### src/rtl/iter_div.sv
// Iterative 32/32 divider, restoring shift-subtract, one quotient bit per clock.
// Signed mode divides magnitudes and fixes up signs on completion.
module iter_div (
  input  logic        clk,
  input  logic        rst,
  input  logic        signed_div_i,
  input  logic [31:0] opdata1_i,
  input  logic [31:0] opdata2_i,
  input  logic        start_i,
  input  logic        annul_i,
  output logic [63:0] result_o,
  output logic        ready_o
);

  localparam logic [1:0] FREE   = 2'd0;
  localparam logic [1:0] BYZERO = 2'd1;
  localparam logic [1:0] ON     = 2'd2;
  localparam logic [1:0] END    = 2'd3;

  logic [1:0]  state;
  logic [5:0]  cnt;
  logic [31:0] quo, rem, dvs;
  logic        sgn, neg1, neg2;

  logic [31:0] abs1, abs2, diff, rem_nxt, q_fix, r_fix;
  logic [32:0] shifted;
  logic        ge;

  always_comb begin
    abs1 = (signed_div_i && opdata1_i[31]) ? (~opdata1_i + 32'd1) : opdata1_i;
    abs2 = (signed_div_i && opdata2_i[31]) ? (~opdata2_i + 32'd1) : opdata2_i;
    // quo doubles as the dividend shift register: its MSB feeds the remainder
    shifted = {rem, quo[31]};
    ge      = shifted >= {1'b0, dvs};
    diff    = shifted[31:0] - dvs;
    rem_nxt = ge ? diff : shifted[31:0];
    q_fix   = (sgn && (neg1 ^ neg2)) ? (~quo + 32'd1) : quo;
    r_fix   = (sgn && neg1) ? (~rem + 32'd1) : rem;
  end

  always_ff @(posedge clk) begin
    if (rst) begin
      state    <= FREE;
      cnt      <= 6'd0;
      quo      <= 32'd0;
      rem      <= 32'd0;
      dvs      <= 32'd0;
      sgn      <= 1'b0;
      neg1     <= 1'b0;
      neg2     <= 1'b0;
      result_o <= 64'd0;
      ready_o  <= 1'b0;
    end else begin
      case (state)
        FREE: begin
          if (start_i && !annul_i) begin
            if (opdata2_i == 32'd0) begin
              state <= BYZERO;
            end else begin
              state <= ON;
              quo   <= abs1;
              dvs   <= abs2;
              rem   <= 32'd0;
              cnt   <= 6'd0;
              sgn   <= signed_div_i;
              neg1  <= opdata1_i[31];
              neg2  <= opdata2_i[31];
            end
          end
        end
        BYZERO: begin
          if (annul_i) begin
            state <= FREE;
          end else begin
            state    <= END;
            result_o <= 64'd0;
            ready_o  <= 1'b1;
          end
        end
        ON: begin
          if (annul_i) begin
            state <= FREE;
          end else if (cnt == 6'd32) begin
            state    <= END;
            result_o <= {r_fix, q_fix};
            ready_o  <= 1'b1;
          end else begin
            rem <= rem_nxt;
            quo <= {quo[30:0], ge};
            cnt <= cnt + 6'd1;
          end
        end
        default: begin
          // END: hold the result until the initiator drops its request
          if (!start_i) begin
            state    <= FREE;
            result_o <= 64'd0;
            ready_o  <= 1'b0;
          end
        end
      endcase
    end
  end

endmodule

### config.mk
export PLATFORM = sky130hd
export DESIGN_NAME = iter_div
export DESIGN_NICKNAME = d
export VERILOG_FILES = /design/src/rtl/iter_div.sv
export SDC_FILE = /design/constraint.sdc
export NUM_CORES = 1
export LEC_CHECK = 0
export CORE_MARGIN = 2
export CORE_UTILIZATION = 40
export DETAILED_ROUTE_END_ITERATION = 16
export MAX_ROUTING_LAYER = met4
export PLACE_DENSITY = 0.66
export SLEW_MARGIN = 10
export SYNTH_ARGS = -nofsm -noshare
export SYNTH_HDL_FRONTEND = slang
export SYNTH_SLANG_ARGS = --single-unit
### constraint.sdc
create_clock -name clk -period 2.8 [get_ports clk]
set_input_delay 0.56 -clock clk [delete_from_list [all_inputs] [get_ports clk]]
set_output_delay 0.56 -clock clk [all_outputs]
set_load 0.05 [all_outputs]
# Word level (Yosys, flattened, before mapping)
# Cells that the tools add are included.
[classes] addsub=6 magnitude_cmp=1 n_eq_ne=12 mux=37 bitwise=7 reduce_logical=13
[op_table] op="32-bit 2-to-1 mux" n=13
[op_table] op="64-bit 2-to-1 mux" n=4
[op_table] op="64-bit case mux with 3 select lines" n=1
[op_table] op="32-bit by 1-bit adder with 32-bit output (second input constant)" n=4
[op_table] op="32-bit NOT" n=4
[op_table] op="32-bit case mux with 2 select lines" n=2
[op_table] op="33-bit by 32-bit >= comparator with 1-bit output" n=1
[op_table] op="32-bit zero test" n=1
[op_table] op="32-bit subtractor" n=1
[op_table] op="6-bit 2-to-1 mux" n=4
[op_table] op="2-bit 2-to-1 mux" n=6
[op_table] op="2-bit inequality test (second input constant)" n=6
[op_table] op="6-bit case mux with 2 select lines" n=1
[op_table] op="5-bit AND reduction" n=2
[op_table] op="6-bit by 1-bit adder with 6-bit output (second input constant)" n=1
[op_table] op="6-bit equality test (second input constant)" n=1
[op_table] op="2-bit case mux with 3 select lines" n=1
[op_table] op="3-bit AND reduction" n=2
[op_table] op="1-bit logical AND" n=5
[op_table] op="1-bit 2-to-1 mux" n=4
[op_table] op="4-bit by 1-bit inequality test with 1-bit output (second input constant)" n=1
[op_table] op="3-bit by 1-bit inequality test with 1-bit output (second input constant)" n=1
[op_table] op="3-bit inequality test (second input constant)" n=1
[op_table] op="1-bit case mux with 3 select lines" n=1
[op_table] op="other kinds (7)" n=8
[totals] ff_bits=172 wordCells=86

# Longest topological paths before layout
# Gate-level depths: netlist of the first run.
[logic_depth] word_depth=6 depth_mapped=13

# Worst setup path after synthesis of the first run
# Ideal clock, no wire load.
[synth_timing] kind="register to register" start="reg rem[7]" end="reg rem[25]" setup_time_ns=0.064 t_arrival_ns=2.718 t_required_ns=2.736 setup_slack_ns=0.018 path_stages_with_launch=13 n_path_buf=3 synth_period_minus_slack_ns=2.782 cell_sequence="dfxtp_1 ha_1 clkbuf_1 a21oi_1 o21ai_1 nor2b_1 a211o_1 o211ai_2 and2_0 clkbuf_1 clkbuf_1 a32oi_1 nand3_1"
[synth_via] elab_chain_cells=5 elab_cells_between_ends=6
[synth_lines] item="from (decl)" line="22" source="logic [31:0] quo, rem, dvs;"
[synth_lines] item="from (signal assigned)" line="88" source="rem <= rem_nxt;"
[synth_lines] item="32-bit subtractor / 33-bit by 32-bit >= comparator with 1-bit output (equally long branches)" line="35, 34"
[synth_lines] item="32-bit 2-to-1 mux *" line="36" source="rem_nxt = ge ? diff : shifted[31:0];"
[synth_lines] item="32-bit 2-to-1 mux *" line="83" source="end else if (cnt == 6'd32) begin"
[synth_lines] item="32-bit 2-to-1 mux *" line="81" source="if (annul_i) begin"
[synth_lines] item="32-bit case mux with 2 select lines *" line="54" source="case (state)"
# Every way passes the cells marked *; elsewhere a longest branch is shown, timed or not. The select of a mux whose other input is x is not followed.
# A chain may end at the register's enable or synchronous reset.

# Final worst setup path of the first run
[layout_timing] start="in opdata2_i[24]" end="reg rem[21]"
[layout_via] elab_chain_cells=3
[layout_lines] item="from (decl)" line="8" source="input logic [31:0] opdata2_i,"
[layout_lines] item="32-bit zero test" line="57" source="if (opdata2_i == 32'd0) begin"
[layout_lines] item="2-bit inequality test (no source line)"
[layout_lines] item="5-bit AND reduction (no source line)"
# Every way passes these cells.

==> out/qor.txt, run 1 <==
Final Hold Vio Count: 0
Post-synthesis cell count: 1438
Maximum clock rate: 366 MHz
Slew at the pin closest to its max-slew limit: 1.19 ns
Drt total wl: 35400 um
Total of max-cap violations: 0
HP Start: dvs[31]
Clock tree root buffer cell: sky130_fd_sc_hd__clkbuf_16
Placed insts: 2049
Headroom to the max-slew limit: 20.1%
Standard cell core area: 27600 sq um
Largest voltage drop on the vdd net: 0.395 mV
Number of register bits inferred by synthesis: 172
Element type at the critical path start: input pin
Number of synthesized flops with an enable pin: 0
Area added between synthesis and finish: 37.7%
Final non-filler cell total: 2096
Count of nets after finishing: 1817
Detailed-route wire length per cell: 16.9 um
Starting Density: 40.4%
Share of the cycle needed by the critical path after routing: 97.6%
Die Height: 171 um
Minimum period implied by the final worst setup slack: 2.73 ns
Clock latency at the later pin of the worst-skew pair: 0.44 ns
Pins Over Slew Limit: 0
Status: completed
Syn nets: 1550
Total I/O pin count: 134
DRT iter0 DRCs: 687
Clock-pin slew of the registers on the worst-case setup and hold paths: 0.08 ns
GR Overflow Total: 0
Routed vias: 11400
Post-synthesis async set-or-reset flop share: 0%
Power per standard cell area: 510 nW/um^2
Post-Route Skew: 0.0145 ns
Most common cell after layout, fill and taps aside: sky130_fd_sc_hd__buf_4
Highest-count cells in the layout ignoring fill and taps: 186 x sky130_fd_sc_hd__buf_4, 169 x sky130_fd_sc_hd__dfxtp_1, 159 x sky130_fd_sc_hd__nor2_1
Routed length on met2: 16900 um
Final Setup Violations: 0
Via count of the first global-routing pass: 10600
Worst flop-to-flop path endpoint: rem[26]
Number of buffers inserted during clock tree synthesis: 17
Number of cells traversed by the worst register-to-register path: 12
Post-synthesis cell type count: 66
Reg2Reg Launch Point: dvs[0]
End point of the worst hold path: dvs[31]
Largest net degree at the start of global routing: 77
Port-buffer cells: 133
Number of buffers inserted by hold repair at cts: 0
Vias/cell: 5.42
GRT Resource Usage Total: 24.3%
First-pass GRT wire length: 55000 um
Pre-Repair DR Iteration Count: 5
Setup tns final: 0 ns
Power Total: 7.82 mW
Setup crit end kind: register
Uppermost signal routing layer after detailed routing: met4
Longest Clk Path Bufs: 2
HPWL Detailed: 26700 um
Data required time of the worst path: 3.16 ns
WHS Path Cells: 2
Cell area after placement: 14100 sq um
Crit Path Category: input pin to register
Setup repair after global routing missed its margin: true
Number of routed nets with antenna violations: 0
H-tree level count: 4
Antenna diode count: 0
Row count: 61
Dominant synthesized flop cell: sky130_fd_sc_hd__dfxtp_1
Setup slack of the worst register-to-register path: 0.08 ns
Clock net sink count: 172
Number of warnings issued by yosys: 0
Mean Syn Cell Area: 7.74 sq um
Number of remaining DRC errors: 0
Routed length on met3: 1370 um
Class of the tightest hold or removal check: register to register
Critical Path Fanout Max: 16
Width of the die: 171 um
Floorplan die area: 29200 sq um
Number of antenna violations at the first check in global routing: 0
Design Area, Final: 15300 sq um
Worst-case hold slack: 0.473 ns
Fraction of layout instances using a drive strength above 1: 18.1%
Length of routed wiring on met1: 16100 um
Critical Path AT: 3.09 ns
TritonCTS clock tree: done
Reported leakage power: 6.13 nW
Total standard cell area after synthesis: 11100 sq um
Part of the Yosys area used for sequential elements: 31.0%
Gp weighted congestion: 0.957
## cell usage after synthesis (5+ instances only)
library cell               number  area, sq um
sky130_fd_sc_hd__a22o_1        28          245
sky130_fd_sc_hd__or4_1          8         60.1
sky130_fd_sc_hd__inv_1         55          206
sky130_fd_sc_hd__a211oi_1      33          248
sky130_fd_sc_hd__ha_1          42          526
sky130_fd_sc_hd__and2_1         9         56.3
sky130_fd_sc_hd__nand4b_1       5         43.8
sky130_fd_sc_hd__o31ai_1       15          113
sky130_fd_sc_hd__or3_1          8         50.1
sky130_fd_sc_hd__o21bai_1       6         45.0
sky130_fd_sc_hd__mux2i_1       27          270
sky130_fd_sc_hd__nor4_1        24          150
sky130_fd_sc_hd__a32oi_1        6         52.6
sky130_fd_sc_hd__clkbuf_1      76          285
sky130_fd_sc_hd__o41ai_1       11         96.3
sky130_fd_sc_hd__and3_1         6         37.5
sky130_fd_sc_hd__o21ai_0       79          395
sky130_fd_sc_hd__nand3b_1       5         37.5
sky130_fd_sc_hd__nand4_1       13         81.3
sky130_fd_sc_hd__xor2_1        66          578
sky130_fd_sc_hd__xnor2_1       81          709
sky130_fd_sc_hd__a21o_1        20          150
sky130_fd_sc_hd__a31oi_1       15         93.8
sky130_fd_sc_hd__nor2_1       161          604
sky130_fd_sc_hd__nor2b_1       10         62.6
sky130_fd_sc_hd__nor3_1        27          135
sky130_fd_sc_hd__a21oi_1      127          636
sky130_fd_sc_hd__buf_2          5         25.0
sky130_fd_sc_hd__nand2_1      158          593
sky130_fd_sc_hd__o211ai_1      13         97.6
sky130_fd_sc_hd__nand3_1       18         90.1
sky130_fd_sc_hd__nand2b_1      11         68.8
sky130_fd_sc_hd__a22oi_1       39          293
sky130_fd_sc_hd__dfxtp_1      172         3440
sky130_fd_sc_hd__o21a_1         8         60.1
sky130_fd_sc_hd__o221ai_1       7         61.3
## flip-flops by register name (all words and copies together) (netlist names)
name and flops:
rem 32, dvs 32, quo 32, result_o 64, ready_o 1, neg2 1
cnt 6, neg1 1, sgn 1, state 2
## cell families (layout without fill, tap and decap cells)
logic type	count (synthesis)	in the layout	share of synthesized area, %
buffers and inverters	140	420	4.78
adders and majority gates	43	43	4.90
xor gates and xnor gates	147	147	11.6
DFF	172	172	31.0
muxes	27	27	2.43
and+or+nand+nor	477	477	19.8
AOI/OAI and AO/OA	432	432	25.5
## per-stage QoR
stage | utilization (%) | worst slack (ns)
floorplan | - | 0.0180
global placement | 51.1 | -0.577
detailed placement | 51.1 | -0.783
CTS | 53.7 | 0.000227
global route | 55.6 | -0.0831
finish | 55.6 | 0.0681
## power by group
group	leakage [nW]	internal [mW]	switching [mW]	total, mW
logic	4.44	1.13	1.44	2.57
clock network	0.298	1.45	1.09	2.54
registers	1.40	2.58	0.130	2.71
total	6.13	5.16	2.66	7.82
## what timing repair did
| action | 4_1_cts | 5_1_grt |
|---|---|---|
| pin swaps | 7 | 29 |
| buffers inserted | 2 | 9 |
| resized for setup | 14 | 78 |
| endpoints found under the setup margin | 90 | 101 |
| gates cloned | 0 | 4 |
## worst max-delay path: stages
cell and delay [ns]:
sky130_fd_sc_hd__clkdlybuf4s50_1 0.45, sky130_fd_sc_hd__nor4_2 0.24, sky130_fd_sc_hd__buf_4 0.16, sky130_fd_sc_hd__nand4b_1 0.11, sky130_fd_sc_hd__buf_4 0.17, sky130_fd_sc_hd__o41ai_4 0.45
sky130_fd_sc_hd__buf_4 0.20, sky130_fd_sc_hd__a21oi_4 0.09, sky130_fd_sc_hd__nor2_4 0.26, sky130_fd_sc_hd__clkbuf_16 0.24, sky130_fd_sc_hd__a32oi_1 0.07, sky130_fd_sc_hd__o21ai_0 0.08
## layer usage
layer  up-vias  global-route usage, %
met5         -                      -
li1       5681                      -
met4         0                   9.25
met1      5351                   30.5
met2       276                   40.0
met3        52                   2.75
## worst max-delay path by stage
| stage | end | startpoint | slack, ns | cells after the start |
|---|---|---|---|---|
| global placement | rem[23] | opdata2_i[0] | -0.58 | 9 |
| CTS | dvs[16] | opdata2_i[3] | 0.0002 | 9 |
| floorplan | rem[25] | rem[7] | 0.02 | 12 |
| global route | quo[14] | opdata2_i[24] | -0.08 | 12 |
| finish | rem[21] | opdata2_i[24] | 0.07 | 12 |
| detailed placement | rem[20] | opdata2_i[0] | -0.78 | 9 |
## layout make-up
type	instances	area, sq um
multi-input combinational	1126	7570
clock buffer	19	443
timing repair buffer	333	3000
tap	378	473
inverter	55	206
sequential	172	3450
fill	2548	12200
clock inverter	13	178
Power figures use the tool's default switching activity.
==> inputs of run 2 (changes only) <==
--- a/config.mk
+++ b/config.mk
@@ -8,7 +8,6 @@
 export CORE_MARGIN = 2
 export CORE_UTILIZATION = 40
 export DETAILED_ROUTE_END_ITERATION = 16
-export MAX_ROUTING_LAYER = met4
 export PLACE_DENSITY = 0.66
 export SLEW_MARGIN = 10
 export SYNTH_ARGS = -nofsm -noshare
==> run 2 against run 1 <==
Register-to-register slack hardly changed. First-iteration DRC count increased by 4.7%. Wire length down 1.4%. Core utilization is 0.14 points lower. Worst setup slack improved by 0.017 ns. Design area is 0.24% lower. Critical path depth is the same. Fmax is 0.61% higher. Global-route usage decreased by 0.50 points. Combinational power down 2%. Non-clock buffer count rose by 11. Critical endpoint is now rem[22].
==> out/qor.txt, run 2 (same netlist as run 1, synthesis figures left out) <==
Cell area after placement: 14300 sq um (+1.3%)
Total of max-cap violations: 0 (unchanged)
Chain of cells forming the critical path: ha_4 -> inv_1 -> fa_2 -> a21o_1 -> a221o_1 -> o21ai_2 -> o221ai_2 -> o221ai_2 -> buf_4 -> buf_4 -> xor2_1 -> o221ai_1
Placed insts: 2066 (+0.83%)
Setup crit end kind: register
Via count of the first global-routing pass: 10800 (+2.1%)
GRT Resource Usage Total: 23.7% (-0.50 points)
Number of cells traversed by the worst register-to-register path: 12 (unchanged)
Setup slack of the worst register-to-register path: 0.08 ns (about the same)
Internal Dissipation: 4.88 mW (-5.4%)
Pre-CTS setup slack: -0.695 ns (+0.0883 ns)
Maximum clock rate: 368 MHz (+0.61%)
Total I/O pin count: 134 (unchanged)
Flip-flop count of the largest register after layout: 64 (unchanged)
Starting Density: 40.4% (unchanged)
Post-Route Skew: 0.0130 ns (-0.00148 ns)
Clock-pin slew of the registers on the worst-case setup and hold paths: 0.08 ns (about the same)
Clock tree root buffer cell: sky130_fd_sc_hd__clkbuf_16
Cell family with most CP delay: compound AO/OA/AOI/OAI gates
Pre-Repair DR Iteration Count: 5 (unchanged)
Class of the tightest hold or removal check: register to register
Element type at the critical path start: register
Die Height: 171 um (unchanged)
Switching portion of total power: 36.0% (+2.0 points)
Fraction of layout instances using a drive strength above 1: 18.3% (+0.17 points)
GR Overflow Total: 0 (unchanged)
Area added between synthesis and finish: 37.4%
Number of buffers inserted during clock tree synthesis: 17 (unchanged)
Minimum period implied by the final worst setup slack: 2.72 ns (-0.0167 ns)
Worst stage delay on the critical path: 0.39 ns (-0.06 ns)
Standard cell core area: 27600 sq um (unchanged)
Vias/cell: 5.44 (+0.41%)
Number of buffers inserted by hold repair at cts: 0 (unchanged)
Share of the cycle needed by the critical path after routing: 97.0% (-0.60 points)
Clock net sink count: 172 (unchanged)
Largest voltage drop on the vdd net: 0.426 mV (+7.8%)
Row count: 61 (unchanged)
Longest Clk Path Bufs: 2 (unchanged)
Data required time of the worst path: 3.12 ns (-0.04 ns)
Antenna diode count: 0 (unchanged)
Critical path buffer and inverter count: 3 (-2)
Gp weighted congestion: 0.936 (-2.1%)
Floorplan die area: 29200 sq um (unchanged)
Sequential share of power: 35.5% (+0.9 points)
Drt total wl: 34900 um (-1.4%)
Most common cell after layout, fill and taps aside: sky130_fd_sc_hd__buf_4
First-pass GRT wire length: 55300 um (+0.49%)
Reg2Reg Launch Point: dvs[0]
Headroom to the max-slew limit: 44.4% (+24 points)
Count of nets after finishing: 1828 (+0.61%)
Setup repair after global routing missed its margin: true
Routed vias: 11500 (+0.94%)
FF/Latch Area: 3450 sq um (about the same)
Largest net degree at the start of global routing: 116 (+51%)
Final non-filler cell total: 2107 (+0.52%)
Highest-count cells in the layout ignoring fill and taps: 199 x sky130_fd_sc_hd__buf_4, 170 x sky130_fd_sc_hd__dfxtp_1, 158 x sky130_fd_sc_hd__nor2_1
Number of routed nets with antenna violations: 0 (unchanged)
Reported leakage power: 6.18 nW (+0.71%)
Design Area, Final: 15300 sq um (-0.24%)
HPWL Detailed: 27100 um (+1.5%)
Final Setup Violations: 0 (unchanged)
Crit Path Category: register to register
Worst Setup Slack, final: 0.0847 ns (+0.0167 ns)
Detailed-route wire length per cell: 16.6 um (-1.9%)
WHS Path Cells: 2 (unchanged)
Critical Path AT: 3.03 ns (-0.06 ns)
Crit-path slowest cell: sky130_fd_sc_hd__a221o_1
Worst flop-to-flop path endpoint: rem[22]
Clock latency at the later pin of the worst-skew pair: 0.45 ns (about the same)
Port-buffer cells: 133 (unchanged)
Logic pwr share: 33.0% (about the same)
End point of the worst hold path: dvs[31]
TritonCTS clock tree: done
HP Start: dvs[31]
Setup tns final: 0 ns (unchanged)
Final Hold Vio Count: 0 (unchanged)
Net Sw Power: 2.74 mW (+3.3%)
Slew at the pin closest to its max-slew limit: 0.834 ns (-0.358 ns)
DRT iter0 DRCs: 719 (+4.7%)
Critical Path Fanout Max: 3 (-13)
Number of remaining DRC errors: 0 (unchanged)
Power per standard cell area: 499 nW/um^2 (-2.2%)
Most flop-heavy register: result_o
Pins Over Slew Limit: 0 (unchanged)
H-tree level count: 4 (unchanged)
Status: completed
Number of antenna violations at the first check in global routing: 0 (unchanged)
Area of combinational cells with multiple inputs: 7490 sq um (-1.0%)
Filler instances: 2611 (+2.5%)
Share of power burned in the clock network: 31.6% (-0.9 points)
Width of the die: 171 um (unchanged)
run 2: layout make-up:
type / count / share of cell area, %
clock buffers: 17 / 2.78
clock inverters: 15 / 1.09
inverters: 55 / 1.35
multi-input cells: 1126 / 49.0
flip-flops and latches: 172 / 22.6
well taps: 378 / 3.10
repair buffers: 344 / 20.1
run 2: metrics by stage:
step | utilization, % | power (mW) | hold WS, ns
2_1_floorplan | - | 4.16 | 0.446
3_3_place_gp | 51.8 | 5.06 | 0.463
3_5_place_dp | 51.8 | 5.10 | 0.467
4_1_cts | 54.3 | 7.53 | 0.479
5_1_grt | 55.5 | 8.01 | 0.496
6_report | 55.5 | 7.63 | 0.480
run 2: power groups by stage:
stage | clock (mW) | combinational, mW | sequential, mW
floorplan | 0 | 1.43 | 2.72
global placement | 0 | 2.31 | 2.75
detailed placement | 0 | 2.34 | 2.76
CTS | 2.44 | 2.39 | 2.70
global route | 2.53 | 2.75 | 2.73
finish | 2.41 | 2.51 | 2.70
run 2: timing repair:
item                                   CTS  global route
endpoints found under the hold margin    0             0
pin swaps                               11            31
buffers inserted                         1             8
setup endpoints to repair               33           102
gates resized for setup                 20            56
run 2: worst min-delay path, stage by stage, from the launching register on:
cell	delay [ns]
sky130_fd_sc_hd__dfxtp_1	0.31
sky130_fd_sc_hd__nand2b_1	0.06
sky130_fd_sc_hd__a21oi_1	0.05
run 2: routing by layer:
| metal | up-vias | GRT usage [%] | routed length (um) | part of all wire (%) |
|---|---|---|---|---|
| met5 | - | 0 | 0 | 0 |
| met4 | 0 | 10.1 | 1250 | 3.6 |
| met3 | 64 | 2.85 | 1430 | 4.1 |
| met2 | 304 | 40.2 | 16600 | 48 |
| met1 | 5382 | 30.5 | 15600 | 45 |
| li1 | 5717 | - | - | - |
run 2: how the worst max path moves through the flow:
stage | startpoint | end | slack, ns | depth (start not counted)
floorplan | rem[7] | rem[25] | 0.02 | 12
global placement | opdata2_i[0] | rem[20] | -0.67 | 9
detailed placement | opdata2_i[0] | rem[23] | -0.69 | 9
CTS | opdata2_i[23] | rem[19] | 0.003 | 10
global route | opdata2_i[0] | rem[23] | -0.04 | 10
finish | dvs[0] | rem[22] | 0.08 | 12
==> inputs of run 3 (changes only) <==
--- a/config.mk
+++ b/config.mk
@@ -5,9 +5,11 @@
 export SDC_FILE = /design/constraint.sdc
 export NUM_CORES = 1
 export LEC_CHECK = 0
+export ABC_CLOCK_PERIOD_IN_PS = 2800
 export CORE_MARGIN = 2
 export CORE_UTILIZATION = 40
 export DETAILED_ROUTE_END_ITERATION = 16
+export GPL_TIMING_DRIVEN = 0
 export PLACE_DENSITY = 0.66
 export SLEW_MARGIN = 10
 export SYNTH_ARGS = -nofsm -noshare
==> run 3 against run 2 <==
The run now ends with setup timing left. Sequential share of layout area up 1.5 points. Core utilization down 3.0 points. Wire length up 5.6%. Power down 2.4%. Global-route usage up 1.3 points. Non-clock buffer count down 109. Design area down 5.5%. Clock skew up 0.0010 ns. Die area unchanged.
==> out/qor.txt, run 3 (same netlist as run 1, synthesis figures left out) <==
Net Sw Power: 2.73 mW (-0.53%)
GRT Resource Usage Total: 25.0% (+1.3 points)
Headroom to the max-slew limit: 36.1% (-8.3 points)
Final core utilization: 52.4% (-3.0 points)
Data required time of the worst path: 3.13 ns (about the same)
Worst Setup Slack, final: -0.0149 ns (-0.0996 ns)
H-tree level count: 4 (unchanged)
Class of the tightest hold or removal check: register to register
Die Height: 171 um (unchanged)
Post-Route Skew: 0.0141 ns (+0.00103 ns)
Flip-flop count of the largest register after layout: 64 (unchanged)
GR Overflow Total: 0 (unchanged)
Pre-Repair DR Iteration Count: 10 (+5)
Slew at the pin closest to its max-slew limit: 0.958 ns (+0.124 ns)
Number of cells traversed by the worst register-to-register path: 12 (unchanged)
Element type at the critical path start: register
HPWL Detailed: 28600 um (+5.3%)
Number of buffers inserted by hold repair at cts: 0 (unchanged)
Reported leakage power: 5.49 nW (-11%)
Launching element of the worst setup path: quo[31]
Status: finished with violations
Clock-pin slew of the registers on the worst-case setup and hold paths: 0.08 ns (about the same)
Logic pwr share: 31.6% (-1.4 points)
Detailed-route wire length per cell: 18.5 um (+11%)
Setup crit end kind: register
Switching portion of total power: 36.6% (+0.68 points)
Critical Path Fanout Max: 4 (+1)
Cell area after placement: 12900 sq um (-9.4%)
Crit path capture: rem[26]
Floorplan die area: 29200 sq um (unchanged)
Clock latency at the later pin of the worst-skew pair: 0.45 ns (about the same)
Number of routed nets with antenna violations: 0 (unchanged)
Highest-count cells in the layout ignoring fill and taps: 157 x sky130_fd_sc_hd__nor2_1, 155 x sky130_fd_sc_hd__nand2_1, 153 x sky130_fd_sc_hd__dfxtp_1
Design Area, Final: 14400 sq um (-5.5%)
Worst flop-to-flop path endpoint: rem[26]
Gp weighted congestion: 0.947 (+1.1%)
Port-buffer cells: 131 (-1.5%)
Setup slack of the worst register-to-register path: -0.01 ns (-0.10 ns)
Final Hold Vio Count: 0 (unchanged)
Largest voltage drop on the vdd net: 0.439 mV (+3.0%)
Row count: 61 (unchanged)
Total I/O pin count: 134 (unchanged)
Final Setup Violations: 1 (+1)
Power per standard cell area: 515 nW/um^2 (+3.3%)
Most flop-heavy register: result_o
Sequential share of power: 36.5% (+1.0 points)
Antenna diode count: 0 (unchanged)
Drt total wl: 36900 um (+5.6%)
DRT iter0 DRCs: 872 (+21%)
Reg2Reg Launch Point: quo[31]
Total of max-cap violations: 0 (unchanged)
Minimum period implied by the final worst setup slack: 2.81 ns (+0.0996 ns)
Routed vias: 11300 (-1.6%)
Area added between synthesis and finish: 29.8%
Clock net sink count: 172 (unchanged)
Share of the cycle needed by the critical path after routing: 101% (+3.6 points)
Starting Density: 40.4% (unchanged)
Maximum clock rate: 355 MHz (-3.5%)
TritonCTS clock tree: done
Number of antenna violations at the first check in global routing: 0 (unchanged)
Crit Path Category: register to register
Violations in the final reports: setup timing
Standard cell core area: 27600 sq um (unchanged)
Clock tree root buffer cell: sky130_fd_sc_hd__clkbuf_16
Share of power burned in the clock network: 31.9% (+0.3 points)
Width of the die: 171 um (unchanged)
Internal Dissipation: 4.72 mW (-3.4%)
Fraction of layout instances using a drive strength above 1: 13.0% (-5.3 points)
Number of buffers inserted during clock tree synthesis: 17 (unchanged)
Number of remaining DRC errors: 0 (unchanged)
Most common cell after layout, fill and taps aside: sky130_fd_sc_hd__nor2_1
Longest Clk Path Bufs: 2 (unchanged)
Pins Over Slew Limit: 0 (unchanged)
First-pass GRT wire length: 57200 um (+3.4%)
Via count of the first global-routing pass: 10500 (-3.3%)
Vias/cell: 5.65 (+3.8%)
Critical Path AT: 3.15 ns (+0.12 ns)
Count of nets after finishing: 1719 (-6.0%)
Largest net degree at the start of global routing: 19 (-84%)
[run 3: cell count changes in the layout (fill, tap and decap cells not counted), sizes merged]
cell,delta
buf,-173
clkbuf,+66
clkdlybuf4s50,-8
dlygate4sd2,+4
dlymetal6s2s,+3
inv,-1
[run 3: final cells by class]
type | instances | area (sq um)
timing repair buffer | 161 | 1580
sequential | 172 | 3480
tap | 378 | 473
clock buffer | 18 | 439
fill | 2641 | 13100
inverter | 55 | 206
clock inverter | 14 | 143
multi-input combinational | 1126 | 7760
buffer | 74 | 364
[run 3: routing by layer]
metal | part of all wire (%) | track usage, %
met5 | 0 | 0
met2 | 48 | 41.9
met1 | 43 | 32.1
met4 | 3.3 | 9.66
met3 | 5.8 | 4.21
[run 3: metrics by stage]
step | worst slack (ns) | std cells | TNS (ns) | total power [mW] | hold WS (ns)
finish | -0.0149 | 1998 | -0.0149 | 7.44 | 0.474
global route | -0.0359 | 1998 | -0.175 | 7.80 | 0.500
CTS | -0.00538 | 1989 | -0.00538 | 7.25 | 0.472
detailed placement | -1.29 | 1948 | -123.36 | 4.79 | 0.462
global placement | -1.22 | 1947 | -123.60 | 4.76 | 0.460
floorplan | 0.0180 | 1438 | 0 | 4.16 | 0.446
[run 3: what timing repair did]
item,CTS,global route
setup endpoints to repair,147,145
resized for setup,83,127
buffers inserted,18,10
pin swaps,14,33
cloned,0,1
[run 3: critical path: stages (launching register included)]
cell                      delay (ns)
sky130_fd_sc_hd__dfxtp_2        0.33
sky130_fd_sc_hd__inv_2          0.08
sky130_fd_sc_hd__ha_4           0.14
sky130_fd_sc_hd__inv_1          0.06
sky130_fd_sc_hd__fa_2           0.36
sky130_fd_sc_hd__a21o_1         0.21
sky130_fd_sc_hd__a221o_2        0.41
sky130_fd_sc_hd__a21oi_4        0.20
sky130_fd_sc_hd__nor4_4         0.06
sky130_fd_sc_hd__or3_4          0.38
sky130_fd_sc_hd__a21oi_2        0.13
sky130_fd_sc_hd__xor2_1         0.22
sky130_fd_sc_hd__o21ai_1        0.10
[run 3: worst min-delay path by stage]
stage	start	slack, ns	to	depth (start not counted)
2_1_floorplan	dvs[31]	0.45	dvs[31]	2
3_3_place_gp	dvs[31]	0.46	dvs[31]	2
3_5_place_dp	dvs[31]	0.46	dvs[31]	2
4_1_cts	dvs[31]	0.47	dvs[31]	2
5_1_grt	result_o[23]	0.50	result_o[23]	1
6_report	dvs[31]	0.47	dvs[31]	2
[run 3: power groups by stage]
stage / Clock [mW] / Sequential [mW] / Combinational (mW)
2_1_floorplan: 0 / 2.72 / 1.43
3_3_place_gp: 0 / 2.76 / 2.00
3_5_place_dp: 0 / 2.77 / 2.02
4_1_cts: 2.40 / 2.71 / 2.14
5_1_grt: 2.50 / 2.73 / 2.57
6_report: 2.37 / 2.72 / 2.35
